<file path="src/rtl/bcd_encoder_serial.sv">
// Serial binary-to-BCD converter using one double-dabble step per clock.
// Optional overflow detection is enabled by LIBSV_BCD_ENCODER_SERIAL_OVERFLOW_EN.
module bcd_encoder_serial #(
  parameter  int N = 3,
  localparam int W = 3 * N + (N + 2) / 3
) (
  input  logic           i_clk,
  input  logic           i_rst,
  input  logic [W-1:0]   i_bin,
  input  logic           i_valid,
  output logic           o_ready,
  output logic [4*N-1:0] o_bcd,
  output logic           o_overflow,
  output logic           o_valid,
  input  logic           i_ready,
  output logic [1:0]     o_dbg_state
);

  // Handshake: a value transfers on any rising edge where valid and ready are
  // both high; i_valid matters only in IDLE and i_ready only in DONE.

  localparam int CW = $clog2(W + 1);

  typedef enum logic [1:0] {
    S_IDLE  = 2'd0,
    S_SHIFT = 2'd1,
    S_DONE  = 2'd2
  } state_e;

  state_e          state_q, state_d;
  logic [W-1:0]    bin_q, bin_d;
  logic [4*N-1:0]  bcd_q, bcd_d;
  logic [CW-1:0]   cnt_q, cnt_d;
  logic [4*N-1:0]  bcd_adj;
  logic [4*N+W-1:0] shifted;

  always_ff @(posedge i_clk) begin
    if (i_rst) begin
      state_q <= S_IDLE;
      bin_q   <= '0;
      bcd_q   <= '0;
      cnt_q   <= '0;
    end else begin
      state_q <= state_d;
      bin_q   <= bin_d;
      bcd_q   <= bcd_d;
      cnt_q   <= cnt_d;
    end
  end

  // Double-dabble step: digits >= 5 get +3 so the following doubling carries
  // into the next digit exactly when the digit reaches 10.
  always_comb begin
    bcd_adj = bcd_q;
    for (int k = 0; k < N; k++) begin
      if (bcd_q[4*k +: 4] >= 4'd5) begin
        bcd_adj[4*k +: 4] = bcd_q[4*k +: 4] + 4'd3;
      end
    end
    shifted = {bcd_adj, bin_q} << 1;
  end

  always_comb begin
    state_d = state_q;
    bin_d   = bin_q;
    bcd_d   = bcd_q;
    cnt_d   = cnt_q;
    case (state_q)
      S_IDLE: begin
        if (i_valid) begin
          bin_d   = i_bin;
          bcd_d   = '0;
          cnt_d   = CW'(W);
          state_d = S_SHIFT;
        end
      end
      S_SHIFT: begin
        bin_d = shifted[W-1:0];
        bcd_d = shifted[4*N+W-1:W];
        cnt_d = cnt_q - CW'(1);
        if (cnt_q == CW'(1)) begin
          state_d = S_DONE;
        end
      end
      S_DONE: begin
        if (i_ready) begin
          state_d = S_IDLE;
        end
      end
      default: state_d = S_IDLE;
    endcase
  end

  always_comb begin
    o_ready     = (state_q == S_IDLE);
    o_valid     = (state_q == S_DONE);
    o_bcd       = bcd_q;
    o_dbg_state = state_q;
  end

`ifdef LIBSV_BCD_ENCODER_SERIAL_OVERFLOW_EN
  logic ovf_q, ovf_d;

  // A 1 leaving the top digit means the running value reached 10^N.
  always_comb begin
    ovf_d = ovf_q;
    if (state_q == S_IDLE && i_valid) begin
      ovf_d = 1'b0;
    end else if (state_q == S_SHIFT) begin
      ovf_d = ovf_q | bcd_adj[4*N-1];
    end
  end

  always_ff @(posedge i_clk) begin
    if (i_rst) begin
      ovf_q <= 1'b0;
    end else begin
      ovf_q <= ovf_d;
    end
  end

  assign o_overflow = ovf_q;
`else
  assign o_overflow = 1'b0;
`endif

endmodule

</file>
<file path="config.mk">
export PLATFORM = sky130hd
export DESIGN_NAME = bcd_encoder_serial
export DESIGN_NICKNAME = d
export VERILOG_FILES = /design/src/rtl/bcd_encoder_serial.sv
export SDC_FILE = /design/constraint.sdc
export NUM_CORES = 1
export LEC_CHECK = 0
export ABC_AREA = 1
export ABC_CLOCK_PERIOD_IN_PS = 1080
export BUFFER_PORTS_ARGS = -buffer_cell sky130_fd_sc_hd__buf_2
export CAP_MARGIN = 5
export CORE_MARGIN = 4
export CORE_UTILIZATION = 48
export DETAILED_ROUTE_END_ITERATION = 12
export PLACE_DENSITY = 0.74
export SETUP_SLACK_MARGIN = 0.02
export SLEW_MARGIN = 20
export SYNTH_ARGS = -nofsm -noshare
export SYNTH_HDL_FRONTEND = slang
export SYNTH_SLANG_ARGS = --single-unit
</file>
<file path="constraint.sdc">
create_clock -name i_clk -period 1.08 [get_ports i_clk]
set_input_delay 0.162 -clock i_clk [delete_from_list [all_inputs] [get_ports i_clk]]
set_output_delay 0.162 -clock i_clk [all_outputs]
set_load 0.03 [all_outputs]
</file>
==> impl_results.md <==
- DR vias/cell: 5.68
- H-tree Lvls: 1
- Failing checks: negative setup slack
- Drt total wl: 4820 µm
- Final Hold Fails: 0
- DIE WIDTH: 63.3 µm
- # IOs: 31
- Drt pass-1 iters: 4
- Crit path kind: reg2reg
- GRT Resource Usage Total: 17.9%
- CTS tree: built
- Post-Synth Simple-Gate Area: 29.5%
- Hold buffers post-CTS: 0
- Post-synthesis mux area share: 0%
- Syn Area/Cell: 6.99 µm²
- CP arrival: 1.59 ns
- Synth Instances: 210
- WP data required: 1.38 ns
- DRC: 0
- Crit path time final: 1.29 ns
- Layout Utilization: 84.0%
- Hold WC Path Type: in2reg
- Area growth, synth to finish: 61.9%
- Tcrit/Tclk final: 120%
- # nets final: 287
- Detailed placer's ending HPWL: 2410 µm
- Skew-Pair Late Insertion Delay: 0.34 ns
- RSZ-0062 raised after global routing: true
- Initial antenna violation count: 0
- Root Buffer: clkbuf_4
- Antenna cells: 0
- Register area share after synthesis: 38.2%
- Max Freq: 772 MHz
- Max Transition Viols Final: 0
- Setup ws final: -0.215 ns
- First-pass GRT wire length: 5890 µm
- Core area: 2830 µm²
- Clock Skews: 0.00713 ns
- Critical Path End Type: register
- CTS clk-pin slew, worst paths: 0.16 ns
- Number of port buffers: 29
- Clock buffer depth: 2
- Leak pwr: 1.04 nW
- Die area: 4010 µm²
- Initial DRC count: 107
- Final setup fails: 35
- Run status: finished with violations
- Initial Utilization: 51.9%
- Number of global-route vias before repair: 1359
- Grt total ovfl: 0
- Largest family of logic cells by synthesized area: simple AND/OR/NAND/NOR gates
- Die height: 63.3 µm
- Pin count of the biggest net entering global routing: 18
- Antenna-violating nets left: 0
- Startpoint Class: register
- Pwr Total: 0.00222 W
- Max-Cap Viols: 0
- DR WL/cell: 16.3 µm
- Synthesis-stage register bit count: 28
- Vias: 1677
- Num CTS Buffers: 3
- Maximum vdd drop: 0.000839 V
- Yosys cell types: 23
- Post-synthesis compound-gate area fraction: 14.7%
- Worst-path fanout max: 12
- Cell Area, Synth: 1470 µm²
- Layout cells sized above 1: 54.9%
- Pwr Density: 936 nW/µm²
- Post-Syn Nets: 232
- Xor and xnor area share after synthesis: 0%
- GP Congestion: 0.812
- Row Count: 19
- Yosys warning count: 0
- Post-Synth Adder-Cell Area: 6.82%
- Sink Count: 28
-- layout by cell type (no fill, tap or decap), types with 5 or more instances in the layout --
master and count:
a21oi_1 15, a21oi_2 10, buf_2 13, buf_4 15
buf_6 25, dfxtp_1 12, dfxtp_4 12, inv_1 14
inv_4 7, nand2_1 32, nand2_2 15, nand2_4 5
nand3_1 8, nand4_1 6, nor2_1 15, nor2_2 6
-- path summary, 6_finish.rpt --
check        cells after the start  slack [ns]           start        to
min                              3        0.06        i_bin[0]  bin_q[0]
max reg2reg                      8       -0.21  o_dbg_state[0]  bin_q[6]
min reg2reg                      1        0.48        cnt_q[0]  cnt_q[0]
max                              8       -0.21  o_dbg_state[0]  bin_q[6]
-- power by group --
part | switching, W | internal, W | leakage [nW]
logic | 0.000348 | 0.000246 | 0.779
registers | 0.0000423 | 0.00106 | 0.240
clock network | 0.000321 | 0.000207 | 0.0210
-- repair_timing --
item | in CTS | in global routing
pin swaps | 6 | 19
endpoints found under the setup margin | 39 | 43
buffers inserted | 8 | 6
gates resized for setup | 38 | 68
cloned | 1 | 1
-- area by class of cell --
class / count / area [µm²]
Timing Repair inverter: 1 / 11.3
Inverter: 27 / 144
Multi-Input combinational cell: 149 / 1040
Clock buffer: 4 / 36.3
Sequential cell: 28 / 611
Tap cell: 31 / 38.8
Timing Repair Buffer: 55 / 499
Fill cell: 147 / 453
-- per-stage QoR --
step | area, µm² | cells | setup TNS, ns | worst slack, ns | hold WS, ns
2_1_floorplan | 1630 | 210 | -0.280 | -0.0300 | 0.231
3_3_place_gp | 1860 | 276 | 0 | 0.00182 | 0.406
3_5_place_dp | 1860 | 276 | -0.0211 | -0.0147 | 0.412
4_1_cts | 2080 | 289 | -2.12 | -0.150 | 0.0424
5_1_grt | 2380 | 295 | -5.59 | -0.274 | 0.0383
6_report | 2380 | 295 | -3.78 | -0.215 | 0.0618
-- flip-flops by register name, summed over array words and instances, names as in the netlist --
register / cells
cnt_q: 4
bin_q: 10
o_dbg_state: 2
o_bcd: 12
-- cell families (layout without fill, tap and decap cells) --
family | Yosys count | after routing
fa+ha+maj | 8 | 8
buf+inv | 33 | 87
other cells | 1 | 1
compound gates | 40 | 40
flops | 28 | 28
simple gates | 100 | 100
-- synthesized netlist by cell type --
master    number  area [µm²]
a211oi_1       1        7.51
a21oi_1       26         130
a31oi_1        2        12.5
buf_4          2        15.0
buf_6          1        11.3
buf_8          1        15.0
clkbuf_1       2        7.51
clkinv_4       1        8.76
conb_1         1        3.75
dfxtp_1       28         561
ha_1           8         100
inv_1         23        86.3
inv_2          3        11.3
nand2_1       52         195
nand2_2        1        6.26
nand2_4        2        22.5
nand3_1       13        65.1
nand4_1        6        37.5
nor2_1        24        90.1
nor2_4         1        11.3
nor3_1         1        5.00
o211ai_1       4        30.0
o21ai_0        7        35.0
-- per-layer routing --
metal  routed length [µm]  track usage, %  vias up
met2                 2490            29.5       78
li1                     -               -      791
met3                  248            3.20       23
met4                  215            6.74        0
met1                 1860            23.1      785
met5                    0               0        -
-- critical path: stages (launching register included) --
cell,delay [ns]
dfxtp_4,0.39
buf_6,0.13
inv_4,0.04
nor2_4,0.18
buf_12,0.16
nand2_1,0.06
o211ai_1,0.11
nand2_1,0.11
inv_1,0.07
(Power assumes the default switching activity.)
